`config.mk`:
```
export PLATFORM = sky130hd
export DESIGN_NAME = gp_seq_chunk_adder
export DESIGN_NICKNAME = d
export VERILOG_FILES = /design/src/rtl/gp_seq_chunk_adder.sv
export SDC_FILE = /design/constraint.sdc
export NUM_CORES = 1
export LEC_CHECK = 0
export ABC_AREA = 1
export ABC_CLOCK_PERIOD_IN_PS = 11100
export BUFFER_PORTS_ARGS = -buffer_cell sky130_fd_sc_hd__buf_2
export CORE_ASPECT_RATIO = 2
export CORE_MARGIN = 10
export CORE_UTILIZATION = 25
export DETAILED_ROUTE_END_ITERATION = 16
export PLACE_DENSITY_LB_ADDON = 0.15
export RECOVER_POWER = 100
export SLEW_MARGIN = 40
export SYNTH_ARGS = -nofsm -noshare
export SYNTH_HDL_FRONTEND = slang
export SYNTH_SLANG_ARGS = --single-unit
export TNS_END_PERCENT = 100
```
`constraint.sdc`:
```
create_clock -name clk -period 11.1 [get_ports clk]
set_input_delay 1.11 -clock clk [delete_from_list [all_inputs] [get_ports clk]]
set_output_delay 1.11 -clock clk [all_outputs]
set_load 0.01 [all_outputs]
```
`src/rtl/gp_seq_chunk_adder.sv`:
```
// Sequential wide adder/subtractor: resolves one WIDTH-bit chunk per cycle from a
// group generate/propagate prefix and carries the chunk carry-out to the next cycle.
module gp_seq_chunk_adder #(
  parameter int WIDTH  = 4,
  parameter int NCHUNK = 8,
  localparam int W     = WIDTH * NCHUNK
) (
  input  logic         clk,
  input  logic         rst,
  input  logic         in_valid,
  output logic         in_ready,
  input  logic [W-1:0] a,
  input  logic [W-1:0] b,
  input  logic         cin,
  input  logic         sub,
  output logic         out_valid,
  input  logic         out_ready,
  output logic [W-1:0] sum,
  output logic         cout,
  output logic         ovf
);

  localparam int IDX_W = (NCHUNK > 1) ? $clog2(NCHUNK) : 1;
  localparam logic [IDX_W-1:0] LAST_IDX = IDX_W'(NCHUNK - 1);

  localparam logic [1:0] S_IDLE = 2'd0;
  localparam logic [1:0] S_BUSY = 2'd1;
  localparam logic [1:0] S_DONE = 2'd2;

  logic [1:0]       state_q, state_d;
  logic [IDX_W-1:0] idx_q, idx_d;
  logic [W-1:0]     a_q, a_d, b_q, b_d;
  logic [W-1:0]     sum_q, sum_d;
  logic             carry_q, carry_d;
  logic             cout_q, cout_d;
  logic             ovf_q, ovf_d;

  logic [WIDTH-1:0] ch_p, ch_g, ch_s;
  logic [WIDTH:0]   pre_g, pre_p, ch_c;

  // Chunk datapath: prefix G/P over bits below i gives the carry into bit i.
  always_comb begin
    ch_p     = a_q[int'(idx_q)*WIDTH +: WIDTH] ^ b_q[int'(idx_q)*WIDTH +: WIDTH];
    ch_g     = a_q[int'(idx_q)*WIDTH +: WIDTH] & b_q[int'(idx_q)*WIDTH +: WIDTH];
    pre_g    = '0;
    pre_p    = '0;
    ch_c     = '0;
    ch_s     = '0;
    pre_p[0] = 1'b1;
    ch_c[0]  = carry_q;
    for (int i = 1; i <= WIDTH; i++) begin
      pre_g[i] = ch_g[i-1] | (ch_p[i-1] & pre_g[i-1]);
      pre_p[i] = ch_p[i-1] & pre_p[i-1];
      ch_c[i]  = pre_g[i] | (pre_p[i] & carry_q);
    end
    for (int j = 0; j < WIDTH; j++) begin
      ch_s[j] = ch_p[j] ^ ch_c[j];
    end
  end

  always_comb begin
    state_d = state_q;
    idx_d   = idx_q;
    a_d     = a_q;
    b_d     = b_q;
    sum_d   = sum_q;
    carry_d = carry_q;
    cout_d  = cout_q;
    ovf_d   = ovf_q;
    case (state_q)
      S_IDLE: begin
        if (in_valid) begin
          a_d     = a;
          b_d     = sub ? ~b : b;
          carry_d = sub ? 1'b1 : cin;
          idx_d   = '0;
          state_d = S_BUSY;
        end
      end
      S_BUSY: begin
        sum_d[int'(idx_q)*WIDTH +: WIDTH] = ch_s;
        carry_d = ch_c[WIDTH];
        if (idx_q == LAST_IDX) begin
          cout_d  = ch_c[WIDTH];
          ovf_d   = ch_c[WIDTH-1] ^ ch_c[WIDTH];
          idx_d   = '0;
          state_d = S_DONE;
        end else begin
          idx_d = idx_q + 1'b1;
        end
      end
      S_DONE: begin
        if (out_ready) state_d = S_IDLE;
      end
      default: state_d = S_IDLE;
    endcase
  end

  always_ff @(posedge clk) begin
    if (rst) begin
      state_q <= S_IDLE;
      idx_q   <= '0;
      carry_q <= 1'b0;
      sum_q   <= '0;
      cout_q  <= 1'b0;
      ovf_q   <= 1'b0;
    end else begin
      state_q <= state_d;
      idx_q   <= idx_d;
      carry_q <= carry_d;
      sum_q   <= sum_d;
      cout_q  <= cout_d;
      ovf_q   <= ovf_d;
    end
  end

  // Operand latches only matter after an accept, so they carry no reset.
  always_ff @(posedge clk) begin
    a_q <= a_d;
    b_q <= b_d;
  end

  assign in_ready  = (state_q == S_IDLE);
  assign out_valid = (state_q == S_DONE);
  assign sum       = sum_q;
  assign cout      = cout_q;
  assign ovf       = ovf_q;

endmodule

```
==> metrics.txt <==
CP required=about 11 ns; Reg area=2720 sq um; Reg2Reg Depth=8; area of the multi-input gates=approximately 1700 sq um; Seq cells post-synth=between 100 and 150; Clock Latency Late Sink=0.35 ns; Post-Synthesis Net Count=roughly 530; layout cell share with drive strength beyond 1=0.175; IO Port Bufs=approximately 110; setup skew after layout=slightly above 0.008 ns; initial antenna violation count=0; total global routing overflow=0; non-filler instance count after layout=~770; Rows=70; Final Hold Fails=0; dominant synthesized flop cell=edfxtp_1; first-pass GRT wire length=19.6 mm; RD Place Congestion=0.807; Seq/Total Area, Yosys=0.587; slew at the pin closest to its max-slew limit=3.47 ns; Slew Viols, Final=102; VDD IR-drop max=about 0.086 mV; Nets=633; Setup TNS Final=0 ns; Die X=around 120 microns; hold_buf cts=0; Top Ports=roughly 110; post-cts resize count=0; dpl cells=about 760; P&R area growth vs syn=20.3%; # diodes=0; f_max=roughly 220 MHz; setup ws final=~6.6 ns; Netlist Area Pre-Place=between 4000 and 5000 sq um; minimum clock period=between 4 and 5 ns; Max Cap Viol=2; violated checks=max-capacitance violations, max-slew violations; fraction of registers with async set/reset=0; period utilisation layout=0.404; CP arrival=approximately 4.8 ns; H-tree depth=3; Die ar.=roughly 25000 sq um; vias in the first global route=3683; pre-CTS setup slack=about 8.3 ns; first-iteration detailed-routing DRC count=145; core area=~18000 sq um; DRT antenna net count=0; Worst Setup Start Kind=input port; largest net degree at the start of global routing=approximately 70; flop-to-flop setup slack=~7 ns; hold_sp=sum[12]; CTS tree=done; Avg Cell Area, Syn=between 10 and 15 sq um; Pwr Density=approximately 160 nW/um^2; critical path class=input port to flop; Post-CTS Setup Inserts=0; Final setup viols=0; Initial Util=0.253; hold path endpoint=sum[12]; Pleak=about 2.3 nW; dpl hpwl=10.5 mm; Distinct cells, synth=31; Gate Count Post-Synth=approximately 450; CTS sink count=roughly 100; Hold Path Class=flop to flop; most frequent cells in the layout=nor2_1 (73), edfxtp_1 (64), buf_2 (64), o21ai_0 (55), nand2_1 (48); cts bufs inserted=9; reg-to-reg startpoint=state_q[1]; max_slew headroom=-1.32; Worst Path Max Fanout=67; type of destination of the critical path=flop; synth warn=0; clk buf depth=2; utilization after layout=0.305; aggregate routed wire length=13.0 mm; hold path depth=2; Root Driver=clkbuf_16; leading cell type in the layout, fill and taps excluded=nor2_1; via/cell ratio=between 4 and 5; Post-synth EDFFs=64; Total GRT Usage=0.106; DIE HEIGHT=213 microns; status=complete, but fails checks; vias=between 3k and 4k; first-pass iteration count of the detailed router=4; RSZ-0062 raised after global routing=false; r2r endpoint=carry_q; routed length per instance=about 17 microns; Post-route DRC=0; clk slew on worst S/H paths=0.07 ns; Layout fillers=1919
flip-flops by register name, indices dropped and copies added, names as in the netlist:
register / count
cout: 1
ovf: 1
sum: 32
a_q: 32
idx_q: 3
carry_q: 1
state_q: 2
b_q: 32
worst max-delay path by stage:
stage | from | end | slack, ns | depth (start not counted)
2_1_floorplan | in_valid | carry_q | 6.45 | 7
3_3_place_gp | idx_q[1] | carry_q | 8.40 | 14
3_5_place_dp | idx_q[1] | carry_q | 8.27 | 14
4_1_cts | idx_q[1] | cout | 8.25 | 14
5_1_grt | in_valid | carry_q | 6.12 | 9
6_report | in_valid | carry_q | 6.61 | 8
cell usage after synthesis (4+ instances only):
cell	number	area [sq um]
buf_2	5	25.0
nand3_1	7	35.0
inv_2	10	37.5
o21ai_1	13	65.1
xor2_1	33	289
dfxtp_1	40	801
o21ai_0	53	265
clkbuf_1	9	33.8
ha_1	11	138
a21oi_1	22	110
nand4_2	5	62.6
nand2_1	48	180
nor2_1	74	278
edfxtp_1	64	1920
o22ai_1	16	100
nand4_1	4	25.0
inv_1	19	71.3
worst max-delay path: stages:
cell,delay (ns)
buf_2,0.07
inv_1,0.05
nor2_4,0.09
clkbuf_1,2.42
o21ai_0,0.59
nand2_1,0.24
a21oi_1,0.06
nor2_1,0.09
metal layers:
metal	GRT usage	wire, microns	vias up	share of wire
met5	0	0	-	0
met4	0.0425	251	0	0.019
met3	0.0257	645	12	0.050
met2	0.215	7840	74	0.60
met1	0.0933	4240	1602	0.33
li1	-	-	1754	-
metrics by stage:
step / hold slack, ns / cell area (sq um) / total power, mW
6_report: 0.469 / 5580 / 0.874
5_1_grt: 0.508 / 5580 / 0.915
4_1_cts: 0.472 / 5650 / 0.889
3_5_place_dp: 0.461 / 5370 / 0.579
3_3_place_gp: 0.445 / 5370 / 0.576
2_1_floorplan: 0.468 / 4640 / 0.532
report_power, final:
part	total [mW]	internal [mW]	switching [mW]
registers	0.447	0.438	0.00943
clock network	0.309	0.174	0.135
logic	0.119	0.0391	0.0794
total	0.874	0.651	0.224
kinds of logic (layout without fill, tap and decap cells):
family / Yosys count / in the layout / synth area share
simple gates: 143 / 143 / 0.144
fa+ha+maj: 12 / 12 / 0.0340
buf+inv: 50 / 154 / 0.0467
flops: 104 / 104 / 0.587
compound gates: 109 / 109 / 0.126
xor+xnor: 33 / 33 / 0.0623
area by class of cell:
class                           count  share of cell area
Multi-Input combinational cell    297               0.301
Sequential cell                   104               0.488
Inverter                           32              0.0236
Timing Repair Buffer              107              0.0871
Tap cell                          216              0.0485
Clock buffer                       10              0.0411
Clock inverter                      5              0.0101
Power figures use the tool's default switching activity.
